===== config.mk =====
export PLATFORM = sky130hd
export DESIGN_NAME = adc_serial_capture
export DESIGN_NICKNAME = d
export VERILOG_FILES = /design/src/rtl/adc_pkg.sv /design/src/rtl/sample_tick_gen.sv /design/src/rtl/adc_serial_capture.sv
export SDC_FILE = /design/constraint.sdc
export NUM_CORES = 1
export LEC_CHECK = 0
export ABC_AREA = 1
export BUFFER_PORTS_ARGS = -buffer_cell sky130_fd_sc_hd__buf_4
export CAP_MARGIN = 10
export CORE_AREA = 2 2 83 85
export CTS_CLUSTER_SIZE = 40
export DETAILED_ROUTE_END_ITERATION = 6
export DIE_AREA = 0 0 85 87
export GPL_ROUTABILITY_DRIVEN = 0
export PLACE_DENSITY = 0.71
export SETUP_SLACK_MARGIN = 0.3
export SYNTH_ARGS = -nofsm -noshare
export SYNTH_HDL_FRONTEND = slang
export SYNTH_HIERARCHICAL = 1
export SYNTH_SLANG_ARGS = --single-unit

===== constraint.sdc =====
create_clock -name CLK -period 3.3 [get_ports CLK]
set_input_delay 0.825 -clock CLK [delete_from_list [all_inputs] [get_ports CLK]]
set_output_delay 0.825 -clock CLK [all_outputs]
set_load 0.005 [all_outputs]

===== src/rtl/adc_pkg.sv =====
// rtl/adc_pkg.sv - shared constants for the AD experiment capture and display stages
//
// Purpose: FSM state encodings for adc_serial_capture, ADC frame width and the
//          default timing constants (50 MHz system clock) shared with the
//          7-segment display stage.
// Ports:   none (package).
package adc_pkg;

  localparam int ADC_NBITS = 10;

  // Default timing at 50 MHz: 1 MHz SCLK, 22 us conversion, 1 kHz sample rate.
  localparam int DEF_CLK_DIV       = 25;
  localparam int DEF_CS_SETUP      = 10;
  localparam int DEF_CONV_WAIT     = 1100;
  localparam int DEF_SAMPLE_PERIOD = 50000;

  localparam logic [1:0] ST_IDLE      = 2'd0;
  localparam logic [1:0] ST_SETUP     = 2'd1;
  localparam logic [1:0] ST_SHIFT     = 2'd2;
  localparam logic [1:0] ST_CONV_WAIT = 2'd3;

  function automatic int max_int(input int a, input int b);
    return (a > b) ? a : b;
  endfunction

endpackage


===== src/rtl/sample_tick_gen.sv =====
// rtl/sample_tick_gen.sv - free-running period counter producing a one-cycle sample tick
//
// Purpose: counts 0..PERIOD-1 and wraps; tick is high during the wrap cycle.
// Ports:
//   CLK    in  1  system clock
//   RST_n  in  1  asynchronous active-low reset (counter to 0)
//   tick   out 1  high for one CLK cycle every PERIOD cycles
module sample_tick_gen
  import adc_pkg::*;
#(
  parameter int PERIOD = DEF_SAMPLE_PERIOD
) (
  input  logic CLK,
  input  logic RST_n,
  output logic tick
);

  localparam int W = $clog2(PERIOD + 1);

  logic [W-1:0] cnt;

  always_ff @(posedge CLK or negedge RST_n) begin
    if (!RST_n) begin
      cnt <= '0;
    end else if (cnt == W'(PERIOD - 1)) begin
      cnt <= '0;
    end else begin
      cnt <= cnt + W'(1);
    end
  end

  assign tick = (cnt == W'(PERIOD - 1));

endmodule


===== src/rtl/adc_serial_capture.sv =====
// rtl/adc_serial_capture.sv - periodic TLC1549-style serial ADC capture front-end
//
// Purpose: on every accepted sample tick runs one CS_n/SCLK frame, shifts in
//          NBITS bits MSB first and publishes the result on Data with a
//          one-cycle DataValid. The ADC is pipelined, so each frame returns the
//          previous conversion; the first frame after reset is discarded.
// Ports:
//   CLK        in  1      system clock
//   RST_n      in  1      asynchronous active-low reset
//   ADC_DOUT   in  1      serial data from ADC (asynchronous to CLK)
//   ADC_CS_n   out 1      ADC chip select, active low
//   ADC_SCLK   out 1      ADC I/O clock, idles low
//   Data       out NBITS  last captured code, held between updates
//   DataValid  out 1      one-cycle pulse when Data updates
//   Busy       out 1      high whenever the FSM is not idle
module adc_serial_capture
  import adc_pkg::*;
#(
  parameter int NBITS         = ADC_NBITS,
  parameter int CLK_DIV       = DEF_CLK_DIV,
  parameter int CS_SETUP      = DEF_CS_SETUP,
  parameter int CONV_WAIT     = DEF_CONV_WAIT,
  parameter int SAMPLE_PERIOD = DEF_SAMPLE_PERIOD
) (
  input  logic             CLK,
  input  logic             RST_n,
  input  logic             ADC_DOUT,
  output logic             ADC_CS_n,
  output logic             ADC_SCLK,
  output logic [NBITS-1:0] Data,
  output logic             DataValid,
  output logic             Busy
);

  // One timer serves both SETUP and CONV_WAIT since they never overlap.
  localparam int TW = $clog2(max_int(CS_SETUP, CONV_WAIT) + 1);
  localparam int PW = $clog2(CLK_DIV + 1);
  localparam int BW = $clog2(NBITS + 1);

  logic [1:0]       state;
  logic [TW-1:0]    timer;
  logic [PW-1:0]    phase;
  logic [BW-1:0]    bits_done;   // SCLK rising edges issued in this frame
  logic [NBITS-1:0] shreg;
  logic             primed;
  logic             dout_meta;
  logic             dout_sync;
  logic             tick;

  sample_tick_gen #(
    .PERIOD (SAMPLE_PERIOD)
  ) u_tick (
    .CLK   (CLK),
    .RST_n (RST_n),
    .tick  (tick)
  );

  always_ff @(posedge CLK or negedge RST_n) begin
    if (!RST_n) begin
      dout_meta <= 1'b0;
      dout_sync <= 1'b0;
    end else begin
      dout_meta <= ADC_DOUT;
      dout_sync <= dout_meta;
    end
  end

  always_ff @(posedge CLK or negedge RST_n) begin
    if (!RST_n) begin
      state     <= ST_IDLE;
      ADC_CS_n  <= 1'b1;
      ADC_SCLK  <= 1'b0;
      timer     <= '0;
      phase     <= '0;
      bits_done <= '0;
      shreg     <= '0;
      primed    <= 1'b0;
      Data      <= '0;
      DataValid <= 1'b0;
    end else begin
      DataValid <= 1'b0;
      case (state)
        ST_IDLE: begin
          // Ticks arriving in any other state are simply ignored.
          if (tick) begin
            state    <= ST_SETUP;
            ADC_CS_n <= 1'b0;
            timer    <= '0;
          end
        end
        ST_SETUP: begin
          if (timer == TW'(CS_SETUP - 1)) begin
            // First rising edge; the bit is captured on the edge that raises SCLK.
            state     <= ST_SHIFT;
            ADC_SCLK  <= 1'b1;
            shreg     <= {shreg[NBITS-2:0], dout_sync};
            bits_done <= BW'(1);
            phase     <= '0;
          end else begin
            timer <= timer + TW'(1);
          end
        end
        ST_SHIFT: begin
          if (phase == PW'(CLK_DIV - 1)) begin
            phase <= '0;
            if (ADC_SCLK) begin
              ADC_SCLK <= 1'b0;
            end else if (bits_done == BW'(NBITS)) begin
              // Last low half-period done: end the frame and publish.
              state    <= ST_CONV_WAIT;
              ADC_CS_n <= 1'b1;
              timer    <= '0;
              primed   <= 1'b1;
              if (primed) begin
                Data      <= shreg;
                DataValid <= 1'b1;
              end
            end else begin
              ADC_SCLK  <= 1'b1;
              shreg     <= {shreg[NBITS-2:0], dout_sync};
              bits_done <= bits_done + BW'(1);
            end
          end else begin
            phase <= phase + PW'(1);
          end
        end
        ST_CONV_WAIT: begin
          if (timer == TW'(CONV_WAIT - 1)) begin
            state <= ST_IDLE;
          end else begin
            timer <= timer + TW'(1);
          end
        end
        default: state <= ST_IDLE;
      endcase
    end
  end

  assign Busy = (state != ST_IDLE);

endmodule


==> impl_metrics.py, run 1 <==
metrics = {
    "run_status": {
        "outcome": "finished clean",
    },
    "final_layout": {
        "fill_cells": 566,
        "drive_gt1_frac": 0.196,
        "area_delta_synth_final_pct": 11.3,
        "num-nets-final": 454,
        "antenna_cells": 0,
        "stdcell_count": 523,
        "final_util": 0.583,
    },
    "global_routing": {
        "first_global_vias": 2569,
        "grt-ovfl-total": 0,
        "antenna_found_initial": 0,
        "grt_max_degree": 65,
        "grt_pass1_wl_mm": 11.1,
        "track_usage": 0.188,
    },
    "clocking": {
        "clk_latency_ns": 0.35,
        "htreeDepth": 3,
        "clockBufferDepth": 2,
        "postCtsResizedCells": 0,
        "clock-sinks": 64,
        "post_cts_buffers": 0,
        "cts_root_buf": "clkbuf_8",
        "tritoncts": "yes",
        "numCtsBuffers": 9,
        "ctsHoldBuffers": 0,
        "clkTransAtPathRegs_ns": 0.07,
    },
    "setup_path": {
        "path_cells": "ha_1 > nand3_1 > nor2_1 > nand2_2 > inv_2 > o21ai_0 > nor2_2 > nand3_2 > nand2_1 > o21ai_2",
        "cp.required_ns": 3.53,
        "crit_slowest_cell": "nand3_2",
        "crit_cells": 10,
        "worstSetupEndpointType": "flip-flop",
        "critical_path_class": "reg2reg",
        "crit_path_max_incr_delay_ns": 0.42,
        "critPathBufInv": 1,
        "timing.critical_path.fanout_max": 22,
        "crit_family": "simple AND/OR/NAND/NOR gates",
        "cp.arrival_ns": 2.61,
        "start_kind": "flip-flop",
        "ff2ff_path_depth": 10,
    },
    "route": {
        "drc": 0,
        "wirelength_mm": 6.10,
        "vias": 2637,
        "avgViaCountPerCell": 5.04,
        "drtIter0Drc": 153,
        "ant_nets": 0,
        "wl_met1_mm": 2.96,
        "met2_length_mm": 2.83,
        "dr.max_layer_used": "met4",
        "met3_length_um": 168,
        "firstDrtPassIters": 4,
        "wl_per_cell_um": 11.7,
    },
    "worst_hold_path": {
        "worstHoldPathCells": 0,
        "hold_class": "reg2reg",
    },
    "floorplanning": {
        "die_w_um": 85,
        "io_pins": 17,
        "core_sq_um": 6570,
        "rows": 30,
        "die-area_sq_um": 7400,
        "initial_utilization": 0.524,
        "die_y_um": 87,
    },
    "yosys": {
        "syn_area_sq_um": 3440,
        "syn_nets": 434,
        "synth_common_cells": "104 x nand2_1, 63 x dfrtp_1, 48 x inv_1",
        "yosysTopAreaCell": "dfrtp_1",
        "syn-mean-instance-area_sq_um": 8.21,
        "synth.most_common_cell": "nand2_1",
        "dominantRegCellSynth": "dfrtp_1",
        "yosysSeqAreaShare": 0.466,
        "yosys_warnings": 6,
        "netlist_instances": 419,
        "yosysUniqueCellTypes": 34,
        "synth_area_leaders": "dfrtp_1 46%, nand2_1 11%, inv_1 5.2%, nor2_1 4.7%, ha_1 4.4%",
        "synth_edf_count": 0,
        "synth.top_cell.area_share": 0.458,
        "ys_ff_latch": 64,
        "postSynth.asyncResetShare": 1.00,
    },
    "placed_design": {
        "place.port_buffers": 16,
        "hpwlAfterDp_mm": 4.21,
        "place_inst": 508,
    },
    "timing": {
        "fin_tns_setup_ns": 0,
        "finalClockSkew_ns": 0.00894,
        "grt_setup_unrepaired": "false",
        "relSlewSlack": 0.472,
        "fin_crit_ns": 2.38,
        "fmax_ghz": 0.421,
        "finalMaxSlewViolations": 0,
        "worst-slew-pin-transition_ns": 0.792,
        "finalHoldViolations": 0,
        "post-route-period-util": 0.721,
        "setup_viol": 0,
    },
    "job": {
        "cap_viol_max_count": 0,
    },
    "power_and_ir_drop": {
        "power_leakage_nw": 1.85,
        "ir_drop_mv": 0.394,
        "power.total_mw": 1.56,
        "power.density_nw_per_um2": 407,
    },
}
## registers in the layout, indices dropped and copies added, names as in the netlist, 2 cells and up
| signal | cells |
|---|---|
| u_tick/cnt | 16 |
| shreg | 10 |
| timer | 11 |
| Data | 10 |
| state | 2 |
| phase | 5 |
| bits_done | 4 |
## per-layer routing
metal  GRT usage  up-vias
met5           0        -
met4      0.0981        0
met1       0.238     1220
met3      0.0427       10
met2       0.303       35
li1            -     1372
## stage by stage
| step | hold slack [ns] | setup WS [ns] | cell area (sq um) |
|---|---|---|---|
| 6_report | 0.352 | 0.922 | 3830 |
| 5_1_grt | 0.370 | 0.565 | 3830 |
| 4_1_cts | 0.355 | 0.902 | 3830 |
| 3_5_place_dp | 0.339 | 0.928 | 3610 |
| 3_3_place_gp | 0.334 | 1.07 | 3610 |
| 2_1_floorplan | 0.331 | 1.47 | 3440 |
## final cells by class
type / instances / area [sq um] / share of cell area
repair buffers: 17 / 128 / 0.0333
multi-input cells: 291 / 1570 / 0.410
well taps: 80 / 100 / 0.0261
clock inverters: 5 / 81.3 / 0.0212
flip-flops and latches: 64 / 1600 / 0.418
clock buffers: 10 / 138 / 0.0359
inverters: 56 / 210 / 0.0549
## path summary, 6_finish.rpt
kind | end | from | slack, ns
min | dout_sync | dout_meta | 0.35
min in group asynchronous | timer[7] | RST_n | 0.56
max reg2reg | timer[9] | u_tick/cnt[0] | 0.92
max | timer[9] | u_tick/cnt[0] | 0.92
max in group asynchronous | shreg[1] | RST_n | 2.22
min reg2reg | dout_sync | dout_meta | 0.35
## cells in the final DEF (no fill, tap or decap), types with 4 or more instances in the layout
cell type | netlist | layout
buf_4 | 1 | 17
clkbuf_8 | 0 | 10
dfrtp_1 | 63 | 63
ha_1 | 12 | 12
inv_1 | 48 | 48
inv_2 | 6 | 6
nand2_1 | 104 | 104
nand2_2 | 13 | 13
nand3_1 | 26 | 26
nand4_1 | 8 | 8
nor2_1 | 43 | 43
nor2_2 | 8 | 8
o21a_1 | 9 | 9
o21ai_0 | 9 | 9
o21ai_1 | 11 | 11
o21ai_2 | 16 | 16
o21bai_1 | 4 | 4
or2_2 | 4 | 4
xor2_1 | 7 | 7
## power breakdown
part | switching, mW | total [mW] | leakage, nW | internal [mW]
clock | 0.317 | 0.758 | 0.108 | 0.441
sequential | 0.000341 | 0.786 | 0.872 | 0.785
combinational | 0.0148 | 0.0163 | 0.871 | 0.00154
## logic make-up (layout without fill, tap and decap cells)
logic type	count (synthesis)	count (layout)	share of synthesized area
AO/OA/AOI/OAI	55	55	0.110
XOR/XNOR	8	8	0.0204
adder cells (fa/ha/maj)	12	12	0.0436
buffers and inverters	64	88	0.0782
flip-flops	64	64	0.466
AND/OR/NAND/NOR	216	216	0.282
Power figures use the tool's default switching activity.
==> run 2, diff against run 1 <==
--- a/config.mk
+++ b/config.mk
@@ -13,7 +13,7 @@
 export DETAILED_ROUTE_END_ITERATION = 6
 export DIE_AREA = 0 0 85 87
 export GPL_ROUTABILITY_DRIVEN = 0
-export PLACE_DENSITY = 0.71
+export PLACE_DENSITY = 0.73
 export SETUP_SLACK_MARGIN = 0.3
 export SYNTH_ARGS = -nofsm -noshare
 export SYNTH_HDL_FRONTEND = slang
==> constraint.sdc (replaced) <==
create_clock -name CLK -period 2.1 [get_ports CLK]
set_input_delay 0.525 -clock CLK [delete_from_list [all_inputs] [get_ports CLK]]
set_output_delay 0.525 -clock CLK [all_outputs]
set_load 0.005 [all_outputs]
==> run 2 against run 1 <==
Compared with the run above:
- worst hold slack lost 0.23 ns
- power grew 50%
- sequential share of layout area shrank 2.9 points
- global-route usage grew 0.89 points
- clock skew grew 0.0024 ns
- non-clock buffer count grew 23
- cell count grew 4.6%
- register-to-register slack lost 0.52 ns
- sequential power grew 56%
- combinational power grew 110%
- critical path depth shrank 6
- critical path type is now reg2out
- largest cell class is now multi-input gates
==> impl_metrics.py, run 2 (same netlist as run 1, synthesis figures left out) <==
metrics = {
    "global_routing": {
        "grt_util_met2": 0.320,
        "met1_usage": 0.249,
        "grt-ovfl-total": 0,
        "grt_max_degree": 34,
        "grt_pass1_wl_mm": 11.6,
        "first_global_vias": 2636,
        "antenna_found_initial": 0,
        "grt.met3_usage": 0.0607,
        "track_usage": 0.197,
        "grt-busiest-layer": "met2",
    },
    "setup_path": {
        "critPathBufInv": 3,
        "timing.critical_path.fanout_max": 3,
        "cp.arrival_ns": 1.20,
        "crit_slowest_cell": "dfrtp_1",
        "worstSetupEndpointType": "output pin",
        "crit_path_max_incr_delay_ns": 0.41,
        "critPathMostFrequentCell": "inv_2",
        "critical_path_class": "reg2out",
        "cp.required_ns": 1.57,
        "start_kind": "flip-flop",
        "crit_family": "flip-flops",
        "path_cells": "inv_2 > ha_1 > inv_2 > buf_4",
    },
    "timing": {
        "fin_tns_setup_ns": 0,
        "setup_viol": 0,
        "fin_crit_ns": 1.72,
        "finalMaxSlewViolations": 0,
        "grt_setup_unrepaired": "false",
        "finalClockSkew_ns": 0.0114,
        "post-route-period-util": 0.820,
        "finalHoldViolations": 0,
        "fmax_ghz": 0.581,
        "relSlewSlack": 0.703,
        "worst-slew-pin-transition_ns": 0.445,
    },
    "route": {
        "wirelength_mm": 6.99,
        "ant_nets": 0,
        "wl_per_cell_um": 12.8,
        "firstDrtPassIters": 4,
        "vias": 2812,
        "drtIter0Drc": 136,
        "drc": 0,
        "avgViaCountPerCell": 5.14,
    },
    "final_layout": {
        "top_regs": "u_tick/cnt x16, timer x11",
        "antenna_cells": 0,
        "fill_cells": 549,
        "drive_gt1_frac": 0.259,
        "regMostFlops": "u_tick/cnt",
        "layout_common_cells": "104 x nand2_1, 63 x dfrtp_1, 45 x inv_1",
        "area_delta_synth_final_pct": 19.4,
        "largest_reg_flops": 16,
        "num-nets-final": 477,
        "final_common_cell": "nand2_1",
    },
    "floorplanning": {
        "io_pins": 17,
        "die_y_um": 87,
        "die-area_sq_um": 7400,
        "die_w_um": 85,
        "initial_utilization": 0.524,
        "core_sq_um": 6570,
        "rows": 30,
    },
    "clocking": {
        "clk_latency_ns": 0.35,
        "ctsHoldBuffers": 0,
        "clkTransAtPathRegs_ns": 0.07,
        "tritoncts": "yes",
        "clock-sinks": 64,
        "htreeDepth": 3,
        "clockBufferDepth": 2,
        "cts_root_buf": "clkbuf_8",
        "numCtsBuffers": 9,
    },
    "worst_hold_path": {
        "hold_class": "in2async",
    },
    "power_and_ir_drop": {
        "power.total_mw": 2.35,
        "power_leakage_nw": 1.98,
        "ir_drop_mv": 0.465,
        "power.density_nw_per_um2": 571,
    },
    "placed_design": {
        "place.port_buffers": 16,
        "hpwlAfterDp_mm": 4.54,
    },
    "job": {
        "cap_viol_max_count": 0,
    },
    "run_status": {
        "outcome": "finished clean",
    },
}
-- run 2: cell types whose count changed in the layout (fill, tap and decap cells not counted), sizes merged --
cell / change
inv: +3
clkinv: -2
clkinvlp: +2
clkbuf: +1
bufinv: -1
buf: +21
-- run 2: worst paths after layout --
path                               start   endpoint  slack [ns]  cells past startpoint
setup / recovery                state[0]       Busy        0.38                      4
hold / removal                     RST_n   timer[7]        0.12                      1
setup reg to reg           u_tick/cnt[0]   timer[6]        0.40                     11
hold reg to reg                dout_meta  dout_sync        0.35                      0
max in group asynchronous          RST_n   phase[1]        1.49                      2
min in group CLK                ADC_DOUT  dout_meta        0.28                      1
-- run 2: cell type report --
type	count	area, sq um	area share
Clock buffer	9	124	0.0301
Multi-Input combinational cell	291	1640	0.398
Sequential cell	64	1600	0.390
Inverter	56	210	0.0511
Timing Repair Buffer	40	359	0.0873
Clock inverter	7	78.8	0.0192
Tap cell	80	100	0.0243
-- run 2: where the power goes --
| group | internal [mW] | leakage [nW] | switching (mW) |
|---|---|---|---|
| sequential | 1.23 | 0.872 | 0.000483 |
| combinational | 0.00860 | 1.02 | 0.0249 |
| clock | 0.557 | 0.0925 | 0.522 |
| total | 1.80 | 1.98 | 0.548 |
-- run 2: worst register-to-register path, stage by stage (launching register included) --
cell and delay, ns:
dfrtp_1 0.36, ha_2 0.22, nand3_4 0.11, nor2_4 0.10, nand2_2 0.07, inv_2 0.10
o21ai_2 0.09, nor2_4 0.14, nand3_4 0.12, buf_12 0.16, nand2_1 0.05, o21ai_1 0.06
-- run 2: timing repair --
action	4_1_cts	5_1_grt
resized for setup	9	13
gates cloned	0	2
pin swaps	3	5
setup buffers	5	8
setup endpoints to repair	33	33
-- run 2: metal layers --
metal  up-vias  share of wire
met5         -              0
met3         7          0.038
li1       1412              -
met1      1342           0.45
met4         0          0.014
met2        51           0.50
-- run 2: metrics by stage --
| stage | std cells | area (sq um) | setup slack (ns) | hold WS [ns] | utilization |
|---|---|---|---|---|---|
| global route | 547 | 4110 | 0.270 | 0.139 | 0.626 |
| detailed placement | 516 | 3700 | 0.129 | 0.335 | 0.563 |
| global placement | 516 | 3700 | 0.149 | 0.340 | 0.563 |
| CTS | 537 | 3970 | 0.306 | 0.126 | 0.605 |
| floorplan | 419 | 3440 | 0.309 | 0.229 | - |
| finish | 547 | 4110 | 0.378 | 0.119 | 0.626 |
==> run 3, diff against run 2 <==
--- a/config.mk
+++ b/config.mk
@@ -13,7 +13,7 @@
 export DETAILED_ROUTE_END_ITERATION = 6
 export DIE_AREA = 0 0 85 87
 export GPL_ROUTABILITY_DRIVEN = 0
-export PLACE_DENSITY = 0.73
+export PLACE_DENSITY = 0.71
 export SETUP_SLACK_MARGIN = 0.3
 export SYNTH_ARGS = -nofsm -noshare
 export SYNTH_HDL_FRONTEND = slang
==> constraint.sdc (replaced) <==
create_clock -name CLK -period 1.76 [get_ports CLK]
set_input_delay 0.44 -clock CLK [delete_from_list [all_inputs] [get_ports CLK]]
set_output_delay 0.44 -clock CLK [all_outputs]
set_load 0.005 [all_outputs]
==> run 3 against run 2 <==
Compared with the run above:
- power grew 27%
- clock power grew 35%
- non-clock buffer count grew 28
- setup slack lost 0.30 ns
==> impl_metrics.py, run 3 (same netlist as run 1, synthesis figures left out) <==
metrics = {
    "timing": {
        "post-route-period-util": 0.957,
        "fin_crit_ns": 1.68,
        "holdWs_ns": 0.104,
        "fmax_ghz": 0.594,
        "grt_setup_unrepaired": "true",
        "timing.final.ws_setup_ns": 0.0765,
        "finalMaxSlewViolations": 0,
        "finalHoldViolations": 0,
        "worst-slew-pin-transition_ns": 0.620,
        "fin_tns_setup_ns": 0,
        "relSlewSlack": 0.587,
        "setup_viol": 0,
        "finalClockSkew_ns": 0.00913,
    },
    "global_routing": {
        "antenna_found_initial": 0,
        "grt-ovfl-total": 0,
        "grt_max_degree": 46,
        "first_global_vias": 2779,
        "grt_pass1_wl_mm": 12.1,
        "track_usage": 0.203,
    },
    "clocking": {
        "numCtsBuffers": 9,
        "clockBufferDepth": 2,
        "cts_root_buf": "clkbuf_8",
        "ctsHoldBuffers": 0,
        "clock-sinks": 64,
        "clkTransAtPathRegs_ns": 0.08,
        "htreeDepth": 3,
        "tritoncts": "yes",
        "clk_latency_ns": 0.34,
    },
    "worst_hold_path": {
        "hold_class": "in2async",
    },
    "route": {
        "drtIter0Drc": 139,
        "vias": 2997,
        "avgViaCountPerCell": 5.21,
        "wl_per_cell_um": 14.9,
        "drc": 0,
        "firstDrtPassIters": 5,
        "ant_nets": 0,
        "wirelength_mm": 8.58,
    },
    "run_status": {
        "outcome": "finished clean",
    },
    "floorplanning": {
        "die_y_um": 87,
        "initial_utilization": 0.524,
        "rows": 30,
        "die-area_sq_um": 7400,
        "core_sq_um": 6570,
        "io_pins": 17,
        "die_w_um": 85,
    },
    "power_and_ir_drop": {
        "power_leakage_nw": 2.24,
        "ir_drop_mv": 0.560,
        "power.density_nw_per_um2": 630,
    },
    "setup_path": {
        "timing.critical_path.fanout_max": 7,
        "worstSetupEndpointType": "flip-flop",
        "crit_slowest_cell": "dfrtp_2",
        "cp.arrival_ns": 1.92,
        "start_kind": "flip-flop",
        "critPathMostFrequentCell": "nor2_4",
        "crit_path_max_incr_delay_ns": 0.45,
        "cp.required_ns": 2.00,
        "critical_path_class": "reg2reg",
        "critPathBufInv": 3,
        "path_cells": "inv_2 > buf_4 > ha_4 > nor2_4 > nor2_4 > nand3_4 > clkbuf_16 > nand2_4 > o21ai_2",
        "crit_family": "buffers and inverters",
    },
    "final_layout": {
        "layout_common_cells": "78 x nand2_1, 61 x dfrtp_1, 52 x buf_4",
        "final_util": 0.718,
        "fill_cells": 458,
        "num-nets-final": 505,
        "drive_gt1_frac": 0.408,
        "top_regs": "u_tick/cnt x16, timer x11",
        "final_common_cell": "nand2_1",
        "antenna_cells": 0,
        "regMostFlops": "u_tick/cnt",
        "largest_reg_flops": 16,
        "area_delta_synth_final_pct": 37.0,
    },
    "placed_design": {
        "hpwlAfterDp_mm": 4.40,
        "place.port_buffers": 16,
        "dp_slack_ns": 0.0532,
    },
    "job": {
        "cap_viol_max_count": 0,
    },
}
-- run 3: timing repair --
item | CTS | global route
endpoints found under the setup margin | 45 | 48
pin swaps | 2 | 16
buffers inserted | 16 | 12
gates cloned | 2 | 6
gates resized for setup | 20 | 74
-- run 3: where the power goes --
group          leakage [nW]  switching, mW  internal, mW
logic                  1.25         0.0303       0.00736
registers             0.868       0.000494          1.47
clock network         0.114          0.647         0.815
total                  2.24          0.678          2.29
-- run 3: per-layer routing --
metal	routed length, um	global-route usage
met2	4620	0.348
met3	175	0.0341
met4	231	0.0924
met1	3550	0.252
met5	0	0
-- run 3: metrics by stage --
step | area, sq um | std cells | power (mW)
2_1_floorplan | 3490 | 419 | 1.50
3_3_place_gp | 3800 | 523 | 1.54
3_5_place_dp | 3800 | 523 | 1.54
4_1_cts | 4230 | 557 | 3.00
5_1_grt | 4720 | 575 | 3.09
6_report | 4720 | 575 | 2.97
-- run 3: final timing paths --
path	start	endpoint	cells after the start	slack, ns
worst min-delay path	RST_n	phase[2]	1	0.10
worst max register to register	state[1]	shreg[7]	9	0.08
worst min register to register	dout_meta	dout_sync	0	0.35
max in group asynchronous	RST_n	bits_done[1]	2	1.09
worst max-delay path	state[1]	shreg[7]	9	0.08
min in group CLK	ADC_DOUT	dout_meta	1	0.21
-- run 3: layout make-up --
cell class                      count  area [sq um]  area share
Tap cell                           80           100      0.0212
Inverter                           56           215      0.0456
Clock buffer                        9           124      0.0263
Timing Repair Buffer               68           656       0.139
Clock inverter                      7           104      0.0220
Sequential cell                    64          1610       0.340
Multi-Input combinational cell    291          1910       0.406
